File: src/rtl/log_level_sequencer_if.sv
// Configuration-table ROM bus between the level sequencer (master) and the table ROM (slave).
interface log_level_sequencer_if;
    logic        cfg_rd_en;
    logic [4:0]  cfg_addr;
    logic [41:0] cfg_data;

    modport master (output cfg_rd_en, output cfg_addr, input cfg_data);
    modport slave  (input cfg_rd_en, input cfg_addr, output cfg_data);
endinterface

File: src/rtl/log_level_sequencer.sv
// Loads per-level log-row configuration from the table ROM into shadow registers and
// commits it to the row outputs on a frame boundary, pulsing GoNextLevel on commit.
module log_level_sequencer #(
    parameter int NUM_ROWS   = 5,
    parameter int NUM_LEVELS = 4,
    parameter int MAX_SPEED  = 6
) (
    input  logic                   Clk,
    input  logic                   Reset,
    input  logic                   frame_clk_rising_edge,
    input  logic                   level_up_req,
    input  logic                   restart_req,
    log_level_sequencer_if.master  cfg,
    output logic [NUM_ROWS*10-1:0] row_speed,
    output logic [NUM_ROWS*10-1:0] row_size_x,
    output logic [NUM_ROWS*40-1:0] row_offsets,
    output logic [NUM_ROWS-1:0]    row_dir,
    output logic [NUM_ROWS-1:0]    row_turtle,
    output logic [NUM_ROWS*2-1:0]  row_log_number,
    output logic                   GoNextLevel,
    output logic [1:0]             level,
    output logic                   busy
);
    localparam logic [2:0] S_IDLE       = 3'd0;
    localparam logic [2:0] S_LOAD       = 3'd1;
    localparam logic [2:0] S_DRAIN      = 3'd2;
    localparam logic [2:0] S_WAIT_FRAME = 3'd3;
    localparam logic [2:0] S_COMMIT     = 3'd4;

    localparam logic [2:0] ROW_LAST  = 3'(NUM_ROWS - 1);
    localparam logic [1:0] LVL_LAST  = 2'(NUM_LEVELS - 1);
    localparam logic [4:0] SPEED_MAX = 5'(MAX_SPEED);

    logic [2:0] state;
    logic [2:0] row_idx;
    logic [1:0] target;
    logic [1:0] loop_count;
    logic       pending;
    logic       chained;
    logic       accept_up;
    logic       launch_next;

    logic       rd_en_p0;
    logic       cap_vld_p1;
    logic [2:0] cap_row_p1;
    logic [9:0] dec_speed_p1;
    logic [9:0] dec_size_p1;
    logic [39:0] dec_offs_p1;

    logic [NUM_ROWS*10-1:0] sh_speed;
    logic [NUM_ROWS*10-1:0] sh_size;
    logic [NUM_ROWS*40-1:0] sh_offs;
    logic [NUM_ROWS-1:0]    sh_dir;
    logic [NUM_ROWS-1:0]    sh_turtle;
    logic [NUM_ROWS*2-1:0]  sh_lognum;

    function automatic logic [9:0] sat_speed(input logic [3:0] spd, input logic [1:0] lc);
        logic [4:0] sum;
        sum = {1'b0, spd} + {3'b000, lc};
        if (sum > SPEED_MAX)
            sum = SPEED_MAX;
        return {5'b00000, sum};
    endfunction

    function automatic logic [9:0] size_x(input logic [1:0] code);
        logic [9:0] px;
        case (code)
            2'd0:    px = 10'd56;
            2'd1:    px = 10'd84;
            2'd2:    px = 10'd112;
            default: px = 10'd140;
        endcase
        return px;
    endfunction

    function automatic logic [9:0] offset_x2(input logic [7:0] b);
        return {1'b0, b, 1'b0};
    endfunction

    function automatic logic [1:0] level_inc(input logic [1:0] lvl);
        return (lvl == LVL_LAST) ? 2'd0 : lvl + 2'd1;
    endfunction

    // Loop count advances only when the level wraps, and sticks at 3.
    function automatic logic [1:0] loop_inc(input logic [1:0] lvl, input logic [1:0] lc);
        return (lvl == LVL_LAST && lc != 2'd3) ? lc + 2'd1 : lc;
    endfunction

    // A request is held only when nothing is pending and the current load was not itself
    // launched from a held request.
    assign accept_up   = level_up_req && !pending && !chained;
    assign launch_next = pending || accept_up;

    // Stage p0: ROM read issue
    assign rd_en_p0      = (state == S_LOAD) && !Reset;
    assign cfg.cfg_rd_en = rd_en_p0;
    assign cfg.cfg_addr  = {target, row_idx};
    assign busy          = (state != S_IDLE);

    // Stage p1: ROM data decode into shadow format
    assign dec_speed_p1 = sat_speed(cfg.cfg_data[41:38], loop_count);
    assign dec_size_p1  = size_x(cfg.cfg_data[33:32]);
    assign dec_offs_p1  = {offset_x2(cfg.cfg_data[31:24]), offset_x2(cfg.cfg_data[23:16]),
                           offset_x2(cfg.cfg_data[15:8]),  offset_x2(cfg.cfg_data[7:0])};

    always_ff @(posedge Clk) begin
        if (Reset) begin
            state          <= S_LOAD;
            row_idx        <= '0;
            target         <= '0;
            loop_count     <= '0;
            pending        <= 1'b0;
            chained        <= 1'b0;
            cap_vld_p1     <= 1'b0;
            cap_row_p1     <= '0;
            sh_speed       <= '0;
            sh_size        <= '0;
            sh_offs        <= '0;
            sh_dir         <= '0;
            sh_turtle      <= '0;
            sh_lognum      <= '0;
            row_speed      <= '0;
            row_size_x     <= '0;
            row_offsets    <= '0;
            row_dir        <= '0;
            row_turtle     <= '0;
            row_log_number <= '0;
            level          <= '0;
            GoNextLevel    <= 1'b0;
        end else begin
            GoNextLevel <= 1'b0;
            cap_vld_p1  <= rd_en_p0;
            cap_row_p1  <= row_idx;

            for (int r = 0; r < NUM_ROWS; r++) begin
                if (cap_vld_p1 && cap_row_p1 == 3'(r)) begin
                    sh_speed[r*10 +: 10] <= dec_speed_p1;
                    sh_size[r*10 +: 10]  <= dec_size_p1;
                    sh_offs[r*40 +: 40]  <= dec_offs_p1;
                    sh_dir[r]            <= cfg.cfg_data[37];
                    sh_turtle[r]         <= cfg.cfg_data[36];
                    sh_lognum[r*2 +: 2]  <= cfg.cfg_data[35:34];
                end
            end

            case (state)
                S_IDLE: begin
                    if (level_up_req) begin
                        target     <= level_inc(level);
                        loop_count <= loop_inc(level, loop_count);
                        row_idx    <= '0;
                        state      <= S_LOAD;
                    end
                end
                S_LOAD: begin
                    if (accept_up)
                        pending <= 1'b1;
                    row_idx <= row_idx + 3'd1;
                    if (row_idx == ROW_LAST)
                        state <= S_DRAIN;
                end
                S_DRAIN: begin
                    if (accept_up)
                        pending <= 1'b1;
                    state <= S_WAIT_FRAME;
                end
                S_WAIT_FRAME: begin
                    if (accept_up)
                        pending <= 1'b1;
                    // Active registers load on the edge entering COMMIT so the rows see the
                    // new configuration in the same cycle as GoNextLevel.
                    if (frame_clk_rising_edge && !restart_req) begin
                        row_speed      <= sh_speed;
                        row_size_x     <= sh_size;
                        row_offsets    <= sh_offs;
                        row_dir        <= sh_dir;
                        row_turtle     <= sh_turtle;
                        row_log_number <= sh_lognum;
                        level          <= target;
                        GoNextLevel    <= 1'b1;
                        state          <= S_COMMIT;
                    end
                end
                S_COMMIT: begin
                    if (launch_next) begin
                        pending    <= 1'b0;
                        chained    <= 1'b1;
                        target     <= level_inc(level);
                        loop_count <= loop_inc(level, loop_count);
                        row_idx    <= '0;
                        state      <= S_LOAD;
                    end else begin
                        chained <= 1'b0;
                        state   <= S_IDLE;
                    end
                end
                default: state <= S_IDLE;
            endcase

            // Restart overrides everything: discard any partial load and reload level 0.
            if (restart_req) begin
                target     <= '0;
                loop_count <= '0;
                pending    <= 1'b0;
                chained    <= 1'b0;
                row_idx    <= '0;
                state      <= S_LOAD;
                cap_vld_p1 <= 1'b0;
                sh_speed   <= '0;
                sh_size    <= '0;
                sh_offs    <= '0;
                sh_dir     <= '0;
                sh_turtle  <= '0;
                sh_lognum  <= '0;
            end
        end
    end
endmodule

File: src/flat_wrapper.sv
// flat-port wrapper written by rule: the top's interface ports become plain ports
module log_level_sequencer_flat 
#(
    parameter int NUM_ROWS   = 5,
    parameter int NUM_LEVELS = 4,
    parameter int MAX_SPEED  = 6
)
  (Clk, Reset, frame_clk_rising_edge, level_up_req, restart_req, row_speed, row_size_x, row_offsets, row_dir, row_turtle, row_log_number, GoNextLevel, level, busy, cfg_cfg_rd_en, cfg_cfg_addr, cfg_cfg_data);
  log_level_sequencer_if cfg_i ();
  input  logic Clk;
  input  logic Reset;
  input  logic frame_clk_rising_edge;
  input  logic level_up_req;
  input  logic restart_req;
  output logic [NUM_ROWS*10-1:0] row_speed;
  output logic [NUM_ROWS*10-1:0] row_size_x;
  output logic [NUM_ROWS*40-1:0] row_offsets;
  output logic [NUM_ROWS-1:0] row_dir;
  output logic [NUM_ROWS-1:0] row_turtle;
  output logic [NUM_ROWS*2-1:0] row_log_number;
  output logic GoNextLevel;
  output logic [1:0] level;
  output logic busy;
  output wire logic [$bits(cfg_i.cfg_rd_en)-1:0] cfg_cfg_rd_en;
  output wire logic [$bits(cfg_i.cfg_addr)-1:0] cfg_cfg_addr;
  input wire logic [$bits(cfg_i.cfg_data)-1:0] cfg_cfg_data;
  assign cfg_cfg_rd_en = cfg_i.cfg_rd_en;
  assign cfg_cfg_addr = cfg_i.cfg_addr;
  assign cfg_i.cfg_data = cfg_cfg_data;
  log_level_sequencer #(.NUM_ROWS(NUM_ROWS), .NUM_LEVELS(NUM_LEVELS), .MAX_SPEED(MAX_SPEED)) u_core (.Clk(Clk), .Reset(Reset), .frame_clk_rising_edge(frame_clk_rising_edge), .level_up_req(level_up_req), .restart_req(restart_req), .cfg(cfg_i), .row_speed(row_speed), .row_size_x(row_size_x), .row_offsets(row_offsets), .row_dir(row_dir), .row_turtle(row_turtle), .row_log_number(row_log_number), .GoNextLevel(GoNextLevel), .level(level), .busy(busy));
endmodule
File: config.mk
export PLATFORM = sky130hd
export DESIGN_NAME = log_level_sequencer_flat
export DESIGN_NICKNAME = d
export VERILOG_FILES = /design/src/rtl/log_level_sequencer_if.sv /design/src/rtl/log_level_sequencer.sv /design/src/flat_wrapper.sv
export SDC_FILE = /design/constraint.sdc
export NUM_CORES = 1
export LEC_CHECK = 0
export BUFFER_PORTS_ARGS = -buffer_cell sky130_fd_sc_hd__buf_2
export CAP_MARGIN = 25
export CORE_ASPECT_RATIO = 0.8
export CORE_MARGIN = 4
export CORE_UTILIZATION = 42
export DETAILED_ROUTE_END_ITERATION = 8
export GPL_ROUTABILITY_DRIVEN = 0
export PLACE_DENSITY_LB_ADDON = 0.15
export SLEW_MARGIN = 20
export SYNTH_ARGS = -nofsm -noshare
export SYNTH_HDL_FRONTEND = slang
export SYNTH_SLANG_ARGS = --single-unit
File: constraint.sdc
create_clock -name Clk -period 2.5 [get_ports Clk]
set_clock_uncertainty 0.2 [all_clocks]
set_input_delay 0.375 -clock Clk [delete_from_list [all_inputs] [get_ports Clk]]
set_output_delay 0.375 -clock Clk [all_outputs]
set_load 0.005 [all_outputs]
== After elaboration in Yosys (flattened, before gate mapping) ==
Index checks and enable logic that the tools add are counted.
Widths: inputs -> output; s select.
Word-level totals
  bits in latches: 0
  bits of input ports: 47
  memories kept: 0
  RAM bits: 0
  bits in read-only memories: 0
  flip-flop bits (word level): 529
  word-level logic and storage cells: 123
Operators by class
  add/subtract/negate cells: 4
  eq/ne operators: 18
  multiplexer cells: 23
  div/mod/pow operators: 0
  reductions and logical operators: 30
  shift operators: 0
  bitwise logic cells: 1
  multipliers: 0
  order comparisons: 1
Operators by type and width (number)
  $pmux 8 s3: 1
  $mux 3: 5
  $pmux 3 s5: 1
  $eq 3x2->1 const B: 4
  $mux 2: 6
  $reduce_and 3->1: 4
  $logic_and 1x1->1: 10
  $eq 3x3->1 const B: 3
  $pmux 3 s3: 1
  $pmux 2 s2: 2
  $eq 3x1->1 const B: 2
  $logic_not 3->1: 2
  $ne 2x1->1 const B: 3
  $ne 2x2->1 const B: 3
  $reduce_bool 3->1: 2
  $add 4x2->5: 1
  $gt 5x3->1 const B: 1
  $mux 1: 5
  $mux 5: 1
  $add 2x1->2 const B: 2
  $eq 2x2->1 const B: 2
  $logic_not 1->1: 4
  $reduce_bool 2->1: 2
  $reduce_or 2->1: 2
  8 further kinds: 8

== Longest topological paths before layout ==
  depth in word-level cells: 6
  gate-level depth with buffers: 8
  depth with buffers taken out: 7

== Worst setup path after synthesis ==
OpenSTA, ideal clock, no wires.
  path type: input to register
  from: input cfg_cfg_data[38]
  to: register u_core.sh_speed[10]
  path buffers: 0
  stages on the path: 7
  arrival: 1672 ps
  data required time: 2212 ps
  setup slack: 541 ps
  cells stage by stage: ha_1 -> inv_1 -> fa_1 -> nand2_1 -> o211ai_1 -> nand4b_1 -> o31ai_1
Between the ends
  cells in the longest elaborated chain, start to end: 3
Ends and longest elaborated chain
  from (decl): line flat_wrapper.sv:26  | input wire logic [$bits(cfg_i.cfg_data)-1:0] cfg_cfg_data;
  $add 4x2->5 (*): line log_level_sequencer.sv:59  | sum = {1'b0, spd} + {3'b000, lc};
  $gt 5x3->1: line log_level_sequencer.sv:60  | if (sum > SPEED_MAX)
  $mux 5 (*): line log_level_sequencer.sv:60
  to (signal, indexed assignment): line log_level_sequencer.sv:137  | sh_speed[r*10 +: 10] <= dec_speed_p1;
  to (decl): line log_level_sequencer.sv:50  | logic [NUM_ROWS*10-1:0] sh_speed;
Mark *: on every way between the ends. The rest lies on a longest branch, timed or not.
A chain may end at the register's enable or synchronous reset.

== Worst setup path in the final report ==
  from: register u_core.state[2]
  to: output cfg_cfg_rd_en
Between the ends
  cells in the longest elaborated chain, start to end: 2
Ends and longest elaborated chain
  from (decl): line log_level_sequencer.sv:34  | logic [2:0] state;
  from (signal assigned): line log_level_sequencer.sv:108  | state <= S_LOAD;
  from (signal assigned): line log_level_sequencer.sv:152  | state <= S_LOAD;
  from (signal assigned): line log_level_sequencer.sv:160  | state <= S_DRAIN;
  $eq 3x1->1: line log_level_sequencer.sv:95  | assign rd_en_p0 = (state == S_LOAD) && !Reset;
  $logic_and 1x1->1: line log_level_sequencer.sv:95
  to (decl): line flat_wrapper.sv:24  | output wire logic [$bits(cfg_i.cfg_rd_en)-1:0] cfg_cfg_rd_en;
No other way between the ends.

==> results.md <==
CTS:
- CTS saw 489 sinks.
- In this run the post-CTS setup repair buffer count came out at 0.
- The clock root buffer is sky130_fd_sc_hd__clkbuf_16.
- The clock tree buffer depth is 3.
- The CTS buffer count is 50.
- The clock tree from TritonCTS is done.
- The number of hold buffers added after CTS was 39.
- The number of H-tree branching levels is 2.
- The clock latency on the worst-skew pair is 0.56 ns.
- Post-CTS repair changed the size of 0 cells.
- The clock-pin transition on the worst setup and hold timing paths is 0.06 ns.

Run status:
- The run finished with clean final reports.

Min path:
- The startpoint identified for the worst hold timing path is restart_req.
- The number of stages on the worst hold path is 3.
- The capture endpoint of the worst hold path is u_core.state[0]$_SDFFE_PP1P_.
- The type of the most critical hold path is in2reg.

Timing:
- Setup violations remaining at the end of the flow were counted as 0.
- The minimum clock period is 2.35 ns.
- The transition time at the pin with the least slew margin is 0.956 ns.
- The final max-slew violation count was 0.
- The ratio of final minimum period to clock period is 0.940.
- Setup repair after global routing left no endpoint under its margin.
- In the final timing run, aggregate negative setup slack is 0 ns.
- For this run, the top clock speed supported by timing is 425 MHz.
- Setup slack closes at 0.149 ns.
- Across all hold checks on the routed design, the worst slack comes to 0.0647 ns.
- The tightest slew margin relative to the limit is 0.363.
- The count of endpoints failing hold in the final timing report is 0.

Final layout:
- The filler cells instantiated in the layout total 4095.
- The multi-input combinational cells in the finished layout cover a total of 0.00688 mm2.
- In the final design database the tool counted 2527 nets.
- The area taken by flip-flops and latches is 0.00979 mm2.
- The post-route cell area is 0.0214 mm2.
- The post-synthesis to final-layout area growth is 20.4%.
- The count of antenna diodes in the layout is 0.
- Of the cells placed in the final design, the portion with a size suffix greater than 1 is 0.169.

Floorplanning:
- The area of the die is 0.0457 mm2.
- The placeable core area is 0.0418 mm2.
- For this configuration, the core starts out at a cell density of 0.425.
- During I/O placement, the number of pins put on the boundary was 377.
- In this run the vertical extent of the chip is 192 um.
- From left edge to right edge, the die measures 238 um.
- After floorplanning, the core was divided into 67 placement rows.

Power:
- The share of total power dissipated in sequential elements is 0.500.
- The cell area power density is 731 mW/mm2.
- The leakage power of the design is 8.22 nW.
- The power after layout is 15.7 mW.
- IR analysis of the VDD net gives a maximum drop of 459 uV.
- The part of the total power dissipated in combinational logic is 0.034.
- The internal power of the cells is 12.2 mW.
- The fraction of power spent switching nets is 0.218.
- Summed over all nets, the switching power comes to 3.42 mW.
- The share of total power in the clock network is 0.466.

Critical path:
- The critical path start-end classification is reg2out.
- The origin of the critical flop-to-flop path is u_core.loop_count[0]$_SDFFE_PP0P_.
- The worst endpoint data arrival time is 1.78 ns.
- The endpoint required time on the critical path is 1.92 ns.
- The setup check on the worst reg-to-reg path leaves a slack of 0.31 ns.
- STA classifies the critical path startpoint as a flop.
- Walking the worst path, the cells encountered are nand2b_4 -> or2_2 -> nor2_1 -> buf_2.
- For this run, the slowest stage of the critical path takes 0.40 ns.
- The maximum fanout along the worst path is 10.
- The critical-path cell with the highest stage delay is sky130_fd_sc_hd__dfxtp_1.
- The endpoint identified for the worst register-to-register timing path is u_core.sh_speed[10]$_SDFFE_PP0P_.
- The cell depth of the worst flop-to-flop path is 7.
- STA classifies the critical path endpoint as an output pin.

GRT:
- The wire length of the first global-routing pass is 79.9 mm.
- The number of antenna violations at the first check in global routing is 0.
- The total global-route track usage is 0.216.
- The largest net degree at the start of global routing is 185.
- The total global routing overflow is 0.
- The number of global-route vias before repair is 14200.

Yosys:
- Counting every instance in the synthesized netlist gives 2211.
- The synthesis warning total is 0.
- The mean area per synthesized cell is 8.04 um2.
- The combined area of all synthesized cells is 0.0178 mm2.
- The number of enable-type register cells in the synthesized netlist is 0.
- Of the synthesized area, sequential elements account for 0.551.
- The most used flip-flop cell after synthesis is sky130_fd_sc_hd__dfxtp_1.
- In the synthesized netlist the async set-or-reset flop fraction comes to 0.
- In this run, distinct cell masters in the synthesized netlist total 44.
- The synthesized design contains 489 register bits.

Place:
- The worst setup timing slack at the placement stage is 0.237 ns.
- The placed wire-length estimate is 34.4 mm.
- The placement-stage cell area is 0.0194 mm2.
- Input and output buffers added on the ports amount to 291.

Route:
- The violation count after the first detailed-routing iteration is 897.
- Once detail routing completed, the nets flagged for antenna violations numbered 0.
- The detailed-route wire length is 51.9 mm.
- After detailed routing, the number of remaining DRC violations is 0.
- Dividing the detail-routed via count by the number of cells gives 4.92.
- The mean routed wirelength per cell is 17.0 um.
- The final route contains 15000 vias.
- The number of detailed-routing iterations run before antenna repair is 7.

Run:
- Across the run, the number of max-cap violations was 0.
-- through the flow --
| stage | cells | utilization |
|---|---|---|
| floorplan | 2295 | - |
| global placement | 2930 | 0.464 |
| detailed placement | 2930 | 0.464 |
| CTS | 3056 | 0.512 |
| global route | 3056 | 0.512 |
| finish | 3056 | 0.512 |
-- critical path, delay by kind of cell, from the launching register on --
kind | cells | cell delay, ns
buffers and inverters | 1 | 0.15
DFF | 1 | 0.40
and+or+nand+nor | 3 | 0.68
-- flip-flops by register name, summed over array words and instances, names as in the netlist --
name,flops
u_core.sh_dir,5
u_core.level,2
u_core.sh_offs,160
u_core.chained,1
u_core.loop_count,2
u_core.GoNextLevel,1
u_core.cap_vld_p1,1
u_core.row_size_x,30
u_core.sh_speed,25
u_core.target,2
u_core.sh_lognum,10
u_core.row_log_number,10
u_core.row_dir,5
u_core.row_speed,25
u_core.sh_turtle,5
u_core.pending,1
u_core.sh_size,30
u_core.state,3
u_core.row_idx,3
u_core.row_turtle,5
u_core.cap_row_p1,3
u_core.row_offsets,160
-- synth_stat cells (all sizes together) (3+ instances only) --
library cell | n | area, um2
nand3 | 7 | 35.0
a21oi | 456 | 2280
dfxtp | 489 | 9790
nand2 | 874 | 3280
nand4bb | 3 | 33.8
o21ai | 18 | 90.1
inv | 9 | 33.8
o31ai | 5 | 42.5
clkbuf | 78 | 293
nor2 | 36 | 135
buf | 169 | 1190
or3 | 3 | 18.8
nor3 | 5 | 25.0
a211oi | 5 | 37.5
ha | 10 | 125
and3 | 12 | 75.1
-- cells in the final DEF (no fill, tap or decap), types with 17 or more instances in the layout --
cell                            netlist  layout
sky130_fd_sc_hd__o21ai_0             17      17
sky130_fd_sc_hd__buf_4               86      18
sky130_fd_sc_hd__a21oi_1            456     456
sky130_fd_sc_hd__conb_1               1      85
sky130_fd_sc_hd__nand2_1            874     874
sky130_fd_sc_hd__dfxtp_1            489     489
sky130_fd_sc_hd__clkbuf_16            0      51
sky130_fd_sc_hd__dlygate4sd3_1        0      39
sky130_fd_sc_hd__buf_2               46     290
sky130_fd_sc_hd__nor2_1              36      36
sky130_fd_sc_hd__buf_12               0      21
-- how the worst max path moves through the flow --
| stage | slack (ns) | endpoint | start | cells after the start |
|---|---|---|---|---|
| floorplan | 0.54 | u_core.sh_speed[10]$_SDFFE_PP0P_ | cfg_cfg_data[38] | 7 |
| global placement | 0.22 | u_core.sh_speed[10]$_SDFFE_PP0P_ | cfg_cfg_data[38] | 8 |
| detailed placement | 0.24 | u_core.sh_speed[10]$_SDFFE_PP0P_ | cfg_cfg_data[38] | 8 |
| CTS | 0.12 | cfg_cfg_rd_en | u_core.state[2]$_SDFFE_PP0P_ | 4 |
| global route | 0.04 | cfg_cfg_rd_en | u_core.state[2]$_SDFFE_PP0P_ | 4 |
| finish | 0.15 | cfg_cfg_rd_en | u_core.state[2]$_SDFFE_PP0P_ | 4 |
-- power groups by stage --
stage                     clock, mW  combinational [mW]  sequential [mW]
final                          7.30               0.531             7.83
after global routing           7.80               0.580             7.83
after CTS                      7.47               0.527             7.83
after detailed placement          0               0.476             8.01
after global placement            0               0.470             8.01
after floorplan                   0               0.339             8.00
-- kinds of logic after synthesis --
family	Yosys count	synth area share
compound gates	491	0.141
xor+xnor	2	0.000985
fa+ha+maj	11	0.00816
buf+inv	256	0.0856
flops	489	0.551
mux	2	0.00113
other cells	1	0.000211
simple gates	959	0.212
-- metal layers --
metal / global-route usage / vias to the layer above / routed length, um
li1: - / 7490 / -
met3: 0.0454 / 68 / 3240
met4: 0.0538 / 0 / 1130
met5: 0 / - / 0
met2: 0.336 / 347 / 22900
met1: 0.309 / 7126 / 24700
-- final cells by class --
class	count	share of cell area
multi-input combinational	1550	0.321
clock buffer	76	0.0710
inverter	9	0.00158
sequential	489	0.457
tap	552	0.0323
timing repair buffer	369	0.113
clock inverter	11	0.00409
No activity file was read; power rests on OpenSTA's default activity.
